===== src/rtl/gb_csr_bank_if.sv =====
// Ghostbus local port bundle: host address/data/strobes plus the read return path.
interface gb_csr_bank_if #(
  parameter int AW = 12,
  parameter int DW = 32
);
  logic [AW-1:0] gb_addr;
  logic [DW-1:0] gb_dout;
  logic          gb_we;
  logic          gb_re;
  logic [DW-1:0] gb_din;
  logic          gb_din_valid;

  modport master (output gb_addr, gb_dout, gb_we, gb_re, input gb_din, gb_din_valid);
  modport slave  (input gb_addr, gb_dout, gb_we, gb_re, output gb_din, gb_din_valid);
endinterface


===== src/rtl/gb_csr_bank.sv =====
// Ghostbus CSR bank: NCSR host/fabric-writable registers, one RAM window and a
// fixed-latency read return that drives this module's local gb_din contribution.

// One CSR lane: host write beats fabric update; the write strobe follows host writes only.
module gb_csr_reg #(
  parameter int            GW   = 8,
  parameter logic [GW-1:0] INIT = '0
) (
  input  logic          gb_clk,
  input  logic          gb_rst,
  input  logic          host_we,
  input  logic [GW-1:0] host_d,
  input  logic          hw_we,
  input  logic [GW-1:0] hw_d,
  output logic [GW-1:0] q,
  output logic          ws
);
  // Register value and a strobe aligned with the first cycle the new host value is visible.
  always_ff @(posedge gb_clk or posedge gb_rst)
    if (gb_rst) begin
      q  <= INIT;
      ws <= 1'b0;
    end else begin
      ws <= host_we;
      if (host_we)    q <= host_d;
      else if (hw_we) q <= hw_d;
    end
endmodule

module gb_csr_bank #(
  parameter int                 AW       = 12,
  parameter int                 DW       = 32,
  parameter int                 GW       = 8,
  parameter int                 NCSR     = 4,
  parameter logic [NCSR*GW-1:0] CSR_INIT = (NCSR*GW)'(32'h00000042),
  parameter int                 LAW      = 7,
  parameter int                 RAM_AW   = 3,
  parameter int                 RAM_DW   = 4,
  parameter int                 RAM_BASE = 'h40,
  parameter int                 RD_LAT   = 1
) (
  input  logic               gb_clk,
  input  logic               gb_rst,
  gb_csr_bank_if.slave       gb,
  output logic [NCSR*GW-1:0] csr_q,
  output logic [NCSR-1:0]    csr_ws,
  output logic [NCSR-1:0]    csr_rs,
  input  logic [NCSR-1:0]    csr_hw_we,
  input  logic [NCSR*GW-1:0] csr_hw_d,
  input  logic [RAM_AW-1:0]  ram_raddr,
  output logic [RAM_DW-1:0]  ram_rdata
);
  localparam int TW    = LAW - RAM_AW;
  localparam int DEPTH = 2 ** RAM_AW;
  localparam logic [TW-1:0] RAM_TAG = TW'(RAM_BASE >> RAM_AW);

  // Parameter sanity: bad combinations stop elaboration instead of silently aliasing.
  if (GW < 1 || GW > DW)                 begin : g_bad_gw   $error("gb_csr_bank: GW must be 1..DW");        end
  if (RAM_DW < 1 || RAM_DW > DW)         begin : g_bad_rdw  $error("gb_csr_bank: RAM_DW must be 1..DW");    end
  if (NCSR < 1 || NCSR > 64)             begin : g_bad_n    $error("gb_csr_bank: NCSR must be 1..64");      end
  if (RD_LAT != 1 && RD_LAT != 2)        begin : g_bad_lat  $error("gb_csr_bank: RD_LAT must be 1 or 2");   end
  if (RAM_BASE % DEPTH != 0)             begin : g_bad_algn $error("gb_csr_bank: RAM_BASE misaligned");     end
  if (RAM_BASE < NCSR)                   begin : g_bad_ovl  $error("gb_csr_bank: RAM overlaps CSRs");       end
  if (RAM_BASE + DEPTH > 2 ** LAW)       begin : g_bad_win  $error("gb_csr_bank: RAM outside local window"); end

  // ---------------- decode ----------------
  logic            loc, ram_hit, wr, rd, rd_vld;
  logic [NCSR-1:0] csr_hit;
  logic [RAM_AW-1:0] ram_waddr;

  assign loc       = (gb.gb_addr[AW-1:LAW] == '0);
  assign ram_hit   = loc && (gb.gb_addr[LAW-1:RAM_AW] == RAM_TAG);
  assign ram_waddr = gb.gb_addr[RAM_AW-1:0];
  assign wr        = gb.gb_we;
  assign rd        = gb.gb_re && !gb.gb_we;   // write wins when both are raised
  assign rd_vld    = rd && loc;               // non-local reads never answer

  // Upper host data bits beyond GW/RAM_DW are intentionally ignored.
  logic unused_dout;
  assign unused_dout = ^gb.gb_dout;

  // ---------------- CSR lanes ----------------
  for (genvar i = 0; i < NCSR; i++) begin : g_csr
    assign csr_hit[i] = loc && (gb.gb_addr[LAW-1:0] == LAW'(i));
    gb_csr_reg #(.GW(GW), .INIT(CSR_INIT[i*GW +: GW])) u_csr (
      .gb_clk  (gb_clk),
      .gb_rst  (gb_rst),
      .host_we (wr && csr_hit[i]),
      .host_d  (gb.gb_dout[GW-1:0]),
      .hw_we   (csr_hw_we[i]),
      .hw_d    (csr_hw_d[i*GW +: GW]),
      .q       (csr_q[i*GW +: GW]),
      .ws      (csr_ws[i])
    );
  end

  // ---------------- RAM ----------------
  logic [RAM_DW-1:0] ram [DEPTH];

  // Host write port; contents deliberately survive reset.
  always_ff @(posedge gb_clk)
    if (wr && ram_hit) ram[ram_waddr] <= gb.gb_dout[RAM_DW-1:0];

  // Fabric read port, read-first against a same-edge host write.
  always_ff @(posedge gb_clk or posedge gb_rst)
    if (gb_rst) ram_rdata <= '0;
    else        ram_rdata <= ram[ram_raddr];

  // ---------------- read return ----------------
  logic [DW-1:0]   rd_dat;
  logic [NCSR-1:0] rd_rs;

  // Stage-0 read data: zero unless an accepted local read selects a CSR or RAM word.
  always_comb begin
    rd_dat = '0;
    rd_rs  = '0;
    if (rd_vld) begin
      rd_rs = csr_hit;
      for (int i = 0; i < NCSR; i++)
        if (csr_hit[i]) rd_dat[GW-1:0] = csr_q[i*GW +: GW];
      if (ram_hit) rd_dat[RAM_DW-1:0] = ram[ram_waddr];
    end
  end

  // Index 0 is the live request, RD_LAT is the output stage; valid, data and strobe shift together.
  logic [RD_LAT:0]                vld_pipe;
  logic [RD_LAT:0][DW-1:0]        dat_pipe;
  logic [RD_LAT:0][NCSR-1:0]      rs_pipe;
  logic [RD_LAT-1:0]              vld_q;
  logic [RD_LAT-1:0][DW-1:0]      dat_q;
  logic [RD_LAT-1:0][NCSR-1:0]    rs_q;

  assign vld_pipe = {vld_q, rd_vld};
  assign dat_pipe = {dat_q, rd_dat};
  assign rs_pipe  = {rs_q, rd_rs};

  // Read pipeline registers; reset flushes any in-flight read.
  always_ff @(posedge gb_clk or posedge gb_rst)
    if (gb_rst) begin
      vld_q <= '0;
      dat_q <= '0;
      rs_q  <= '0;
    end else begin
      vld_q <= vld_pipe[RD_LAT-1:0];
      dat_q <= dat_pipe[RD_LAT-1:0];
      rs_q  <= rs_pipe[RD_LAT-1:0];
    end

  assign gb.gb_din       = dat_pipe[RD_LAT];
  assign gb.gb_din_valid = vld_pipe[RD_LAT];
  assign csr_rs          = rs_pipe[RD_LAT];
endmodule

===== src/flat_wrapper.sv =====
// flat-port wrapper written by rule: the top's interface ports become plain ports
module gb_csr_bank_flat 
#(
  parameter int                 AW       = 12,
  parameter int                 DW       = 32,
  parameter int                 GW       = 8,
  parameter int                 NCSR     = 4,
  parameter logic [NCSR*GW-1:0] CSR_INIT = (NCSR*GW)'(32'h00000042),
  parameter int                 LAW      = 7,
  parameter int                 RAM_AW   = 3,
  parameter int                 RAM_DW   = 4,
  parameter int                 RAM_BASE = 'h40,
  parameter int                 RD_LAT   = 1
)
  (gb_clk, gb_rst, csr_q, csr_ws, csr_rs, csr_hw_we, csr_hw_d, ram_raddr, ram_rdata, gb_gb_addr, gb_gb_dout, gb_gb_we, gb_gb_re, gb_gb_din, gb_gb_din_valid);
  gb_csr_bank_if #(.AW(AW), .DW(DW)) gb_i ();
  input  logic gb_clk;
  input  logic gb_rst;
  output logic [NCSR*GW-1:0] csr_q;
  output logic [NCSR-1:0] csr_ws;
  output logic [NCSR-1:0] csr_rs;
  input  logic [NCSR-1:0] csr_hw_we;
  input  logic [NCSR*GW-1:0] csr_hw_d;
  input  logic [RAM_AW-1:0] ram_raddr;
  output logic [RAM_DW-1:0] ram_rdata;
  input wire logic [$bits(gb_i.gb_addr)-1:0] gb_gb_addr;
  input wire logic [$bits(gb_i.gb_dout)-1:0] gb_gb_dout;
  input wire logic [$bits(gb_i.gb_we)-1:0] gb_gb_we;
  input wire logic [$bits(gb_i.gb_re)-1:0] gb_gb_re;
  output wire logic [$bits(gb_i.gb_din)-1:0] gb_gb_din;
  output wire logic [$bits(gb_i.gb_din_valid)-1:0] gb_gb_din_valid;
  assign gb_i.gb_addr = gb_gb_addr;
  assign gb_i.gb_dout = gb_gb_dout;
  assign gb_i.gb_we = gb_gb_we;
  assign gb_i.gb_re = gb_gb_re;
  assign gb_gb_din = gb_i.gb_din;
  assign gb_gb_din_valid = gb_i.gb_din_valid;
  gb_csr_bank #(.AW(AW), .DW(DW), .GW(GW), .NCSR(NCSR), .CSR_INIT(CSR_INIT), .LAW(LAW), .RAM_AW(RAM_AW), .RAM_DW(RAM_DW), .RAM_BASE(RAM_BASE), .RD_LAT(RD_LAT)) u_core (.gb_clk(gb_clk), .gb_rst(gb_rst), .gb(gb_i), .csr_q(csr_q), .csr_ws(csr_ws), .csr_rs(csr_rs), .csr_hw_we(csr_hw_we), .csr_hw_d(csr_hw_d), .ram_raddr(ram_raddr), .ram_rdata(ram_rdata));
endmodule

===== config.mk =====
export PLATFORM = sky130hd
export DESIGN_NAME = gb_csr_bank_flat
export DESIGN_NICKNAME = d
export VERILOG_FILES = /design/src/rtl/gb_csr_bank_if.sv /design/src/rtl/gb_csr_bank.sv /design/src/flat_wrapper.sv
export SDC_FILE = /design/constraint.sdc
export NUM_CORES = 1
export LEC_CHECK = 0
export ABC_AREA = 1
export CELL_PAD_IN_SITES_DETAIL_PLACEMENT = 1
export CELL_PAD_IN_SITES_GLOBAL_PLACEMENT = 1
export CORE_UTILIZATION = 33
export DETAILED_ROUTE_END_ITERATION = 16
export GPL_TIMING_DRIVEN = 0
export PLACE_DENSITY_LB_ADDON = 0.3
export SLEW_MARGIN = 20
export SYNTH_ARGS = -nofsm -noshare
export SYNTH_HDL_FRONTEND = slang
export SYNTH_SLANG_ARGS = --single-unit

===== constraint.sdc =====
create_clock -name gb_clk -period 1.6 [get_ports gb_clk]
set_input_delay 0.16 -clock gb_clk [delete_from_list [all_inputs] [get_ports gb_clk]]
set_output_delay 0.16 -clock gb_clk [all_outputs]
set_load 0.02 [all_outputs]

==> impl_metrics.json <==
{
  "status": "finished, final reports clean",
  "die_w_um": 120,
  "max-vdd-ir-drop_mv": 0.533,
  "drive_above_1_share": 0.170,
  "cap_violations": 0,
  "finalHoldViolCount": 0,
  "synth.avg_cell_area_um2": 8.39,
  "critPathLaunchType": "register",
  "cp_slowest_cell": "clkdlybuf4s50_1",
  "viasPerCell": 4.76,
  "dp.cells": 854,
  "yosys.area.top_type": "dfrtp_1",
  "clk_pin_slew_ns": 0.06,
  "crit_fanout": 3,
  "drt_wl_total_mm": 14.4,
  "numCtsBuffers": 9,
  "p_int_mw": 4.11,
  "antenna_found_initial": 0,
  "worstReg2RegEnd": "u_core.gb.gb_din[3]",
  "power.leakage_nw": 3.06,
  "synth_warnings": 0,
  "power.density_nw_per_um2": 847,
  "power.share.clock": 0.396,
  "crit_family": "buffers and inverters",
  "portBuffers": 108,
  "syn_area_um2": 4590,
  "synth_cell_types": 33,
  "dp_hpwl_mm": 11.0,
  "reg2regPathDepth": 8,
  "arrival_ns": 1.39,
  "pwr-share-comb": 0.168,
  "ant_nets": 0,
  "cp_slowest_stage_delay_ns": 0.66,
  "period_share": 0.971,
  "tightest_slew_ns": 0.725,
  "period_needed_ns": 1.55,
  "clock_sinks": 85,
  "skew_ns": 0.00580,
  "cp_num_cells": 1,
  "synth_top_area_share": 0.278,
  "synth_seq_cells": 85,
  "synthCells": 547,
  "dpl_cell_area_um2": 5980,
  "vias": 4196,
  "min_delay_path_depth": 3,
  "max-slew-margin-rel": 0.515,
  "r2r-start": "u_core.ram[4][3]",
  "max_freq_ghz": 0.643,
  "instances_no_fill": 882,
  "syn2layout_area_growth_pct": 42.2,
  "cp.buffers_inverters": 1,
  "finalNetCount": 788,
  "first_global_vias": 4352,
  "crit_type": "reg2out",
  "seqPwrFrac": 0.436,
  "drc": 0,
  "diodes": 0,
  "drtPass1Iterations": 4,
  "root_buffer": "clkbuf_16",
  "place_congestion": 0.857,
  "worstSkewPairLatency_ns": 0.34,
  "rsz0062_at_grt": "false",
  "die_y_um": 120,
  "power.switching_mw": 1.42,
  "drt_iter0_drc": 179,
  "crit_required_ns": 1.44,
  "hold_class": "in2reg",
  "slew_viol_final": 0,
  "ctsHoldBuffers": 0,
  "grt_max_degree": 54,
  "timing.final.ws_setup_ns": 0.0460,
  "start_util": 0.342,
  "end_kind": "output port",
  "place_ws_ns": -0.908,
  "synth_area_leaders": "dfrtp_1 28%, edfxtp_1 21%, nand2_1 9.7%",
  "hold_start": "csr_hw_we[0]",
  "whs_ns": 0.213,
  "cts_buffer_depth": 2,
  "core_area_um2": 13400,
  "worst-r2r-setup-slack_ns": 0.35,
  "grt_pass1_wl_mm": 22.7,
  "setup_viol": 0,
  "cts_tree": "yes",
  "grt_usage": 0.209,
  "dieArea_um2": 14400,
  "h-tree-depth": 3,
  "final_util": 0.487,
  "crit_path_cell_trace": "clkdlybuf4s50_1",
  "swShare": 0.257,
  "rows": 42,
  "top_level_ports": 164,
  "fin_area_um2": 6520,
  "wl_per_cell_um": 16.3,
  "ys_seq_area_frac": 0.499,
  "grt_overflow": 0,
  "min_to": "u_core.g_csr[0].u_csr.q[6]"
}
[placed cells by master (no fill, tap or decap), types with 4 or more instances in the layout]
cell | Yosys | final
conb_1 | 1 | 24
a31oi_1 | 4 | 4
o21ai_0 | 48 | 44
nand2_1 | 119 | 118
dlymetal6s2s_1 | 0 | 7
buf_2 | 7 | 7
clkdlybuf4s50_1 | 0 | 99
dfrtp_1 | 51 | 51
nor4_4 | 0 | 5
clkbuf_16 | 0 | 9
inv_2 | 7 | 8
buf_4 | 39 | 50
clkinv_2 | 2 | 4
a21oi_1 | 18 | 18
clkbuf_1 | 7 | 6
nor2_2 | 4 | 7
edfxtp_1 | 32 | 32
nand2_4 | 4 | 4
o21ai_1 | 11 | 15
nor2_1 | 26 | 21
o211ai_1 | 20 | 20
nand3_1 | 56 | 55
nand3_2 | 3 | 4
inv_1 | 65 | 63
nor2_4 | 2 | 4
[worst min-delay path: stages]
cell	delay, ns
buf_1	0.18
nand3_1	0.14
nand3_1	0.07
[registers in the layout, summed over array words and instances, names as in the netlist]
signal                  cells
u_core.csr_rs               4
u_core.g_csr.u_csr.q       32
u_core.g_csr.u_csr.ws       4
u_core.gb.gb_din            8
u_core.gb.gb_din_valid      1
u_core.ram                 32
u_core.ram_rdata            4
[cells in the mapped netlist]
cell type  number
inv_2           7
nand2_1       119
o211ai_2        1
nor2_4          2
o21ai_0        48
nor2_1         26
nor2_8          1
nand4_1         1
clkbuf_1        7
dfstp_2         2
nor2_2          4
o221ai_1        1
a31oi_1         4
nand2_4         4
o21ai_1        11
edfxtp_1       32
conb_1          1
inv_1          65
nor4_1          5
o211ai_1       20
clkinv_2        2
buf_2           7
buf_6           3
clkinv_1        1
nand2_2         2
inv_4           1
nand3_2         3
dfrtp_1        51
a21oi_1        18
buf_1           2
nand3_1        56
buf_4          39
nor3_2          1
[what timing repair did]
action                     CTS  global route
gates resized for setup     24            13
pin swaps                    5             6
setup endpoints to repair   34            50
setup buffers                5             7
[cell families (layout without fill, tap and decap cells)]
group	after synthesis	count (layout)	synth area share
compound gates	103	103	0.127
buf+inv	134	270	0.149
flops	85	85	0.499
simple gates	224	224	0.224
other cells	1	24	0.000817
[per-layer routing]
layer,global-route usage,up-vias,share of wire
li1,-,2041,-
met1,0.251,2019,0.43
met2,0.367,112,0.50
met3,0.0366,24,0.040
met4,0.0891,0,0.025
met5,0,-,0
[worst max path at each step]
stage	from	endpoint	slack, ns
finish	u_core.g_csr[2].u_csr.q[0]	csr_q[16]	0.05
global route	gb_gb_addr[3]	u_core.ram[4][1]	0.0002
CTS	gb_gb_addr[5]	u_core.ram[6][2]	0.004
detailed placement	gb_gb_addr[4]	u_core.ram[5][0]	-0.91
global placement	gb_rst	u_core.g_csr[1].u_csr.ws	-0.95
floorplan	gb_gb_addr[8]	u_core.ram[4][0]	-0.06
[metrics by stage]
step	power, mW	TNS, ns
after floorplan	2.90	-1.12
after global placement	3.34	-78.82
after detailed placement	3.36	-34.47
after CTS	5.56	0
after global routing	5.72	0
final	5.53	0
[power by group through the flow]
stage / clock network [mW] / logic, mW / registers, mW
after floorplan: 0 / 0.366 / 2.54
after CTS: 2.23 / 0.927 / 2.41
after detailed placement: 0 / 0.906 / 2.45
final: 2.19 / 0.928 / 2.41
after global placement: 0 / 0.888 / 2.45
after global routing: 2.30 / 1.00 / 2.42
[layout make-up]
class | instances | area (um^2)
fill | 1633 | 6880
buffer | 58 | 398
timing repair buffer | 120 | 1200
tap | 176 | 220
inverter | 76 | 293
sequential | 85 | 2290
clock buffer | 10 | 229
clock inverter | 6 | 77.6
multi-input combinational | 351 | 1820
(Power assumes the default switching activity.)
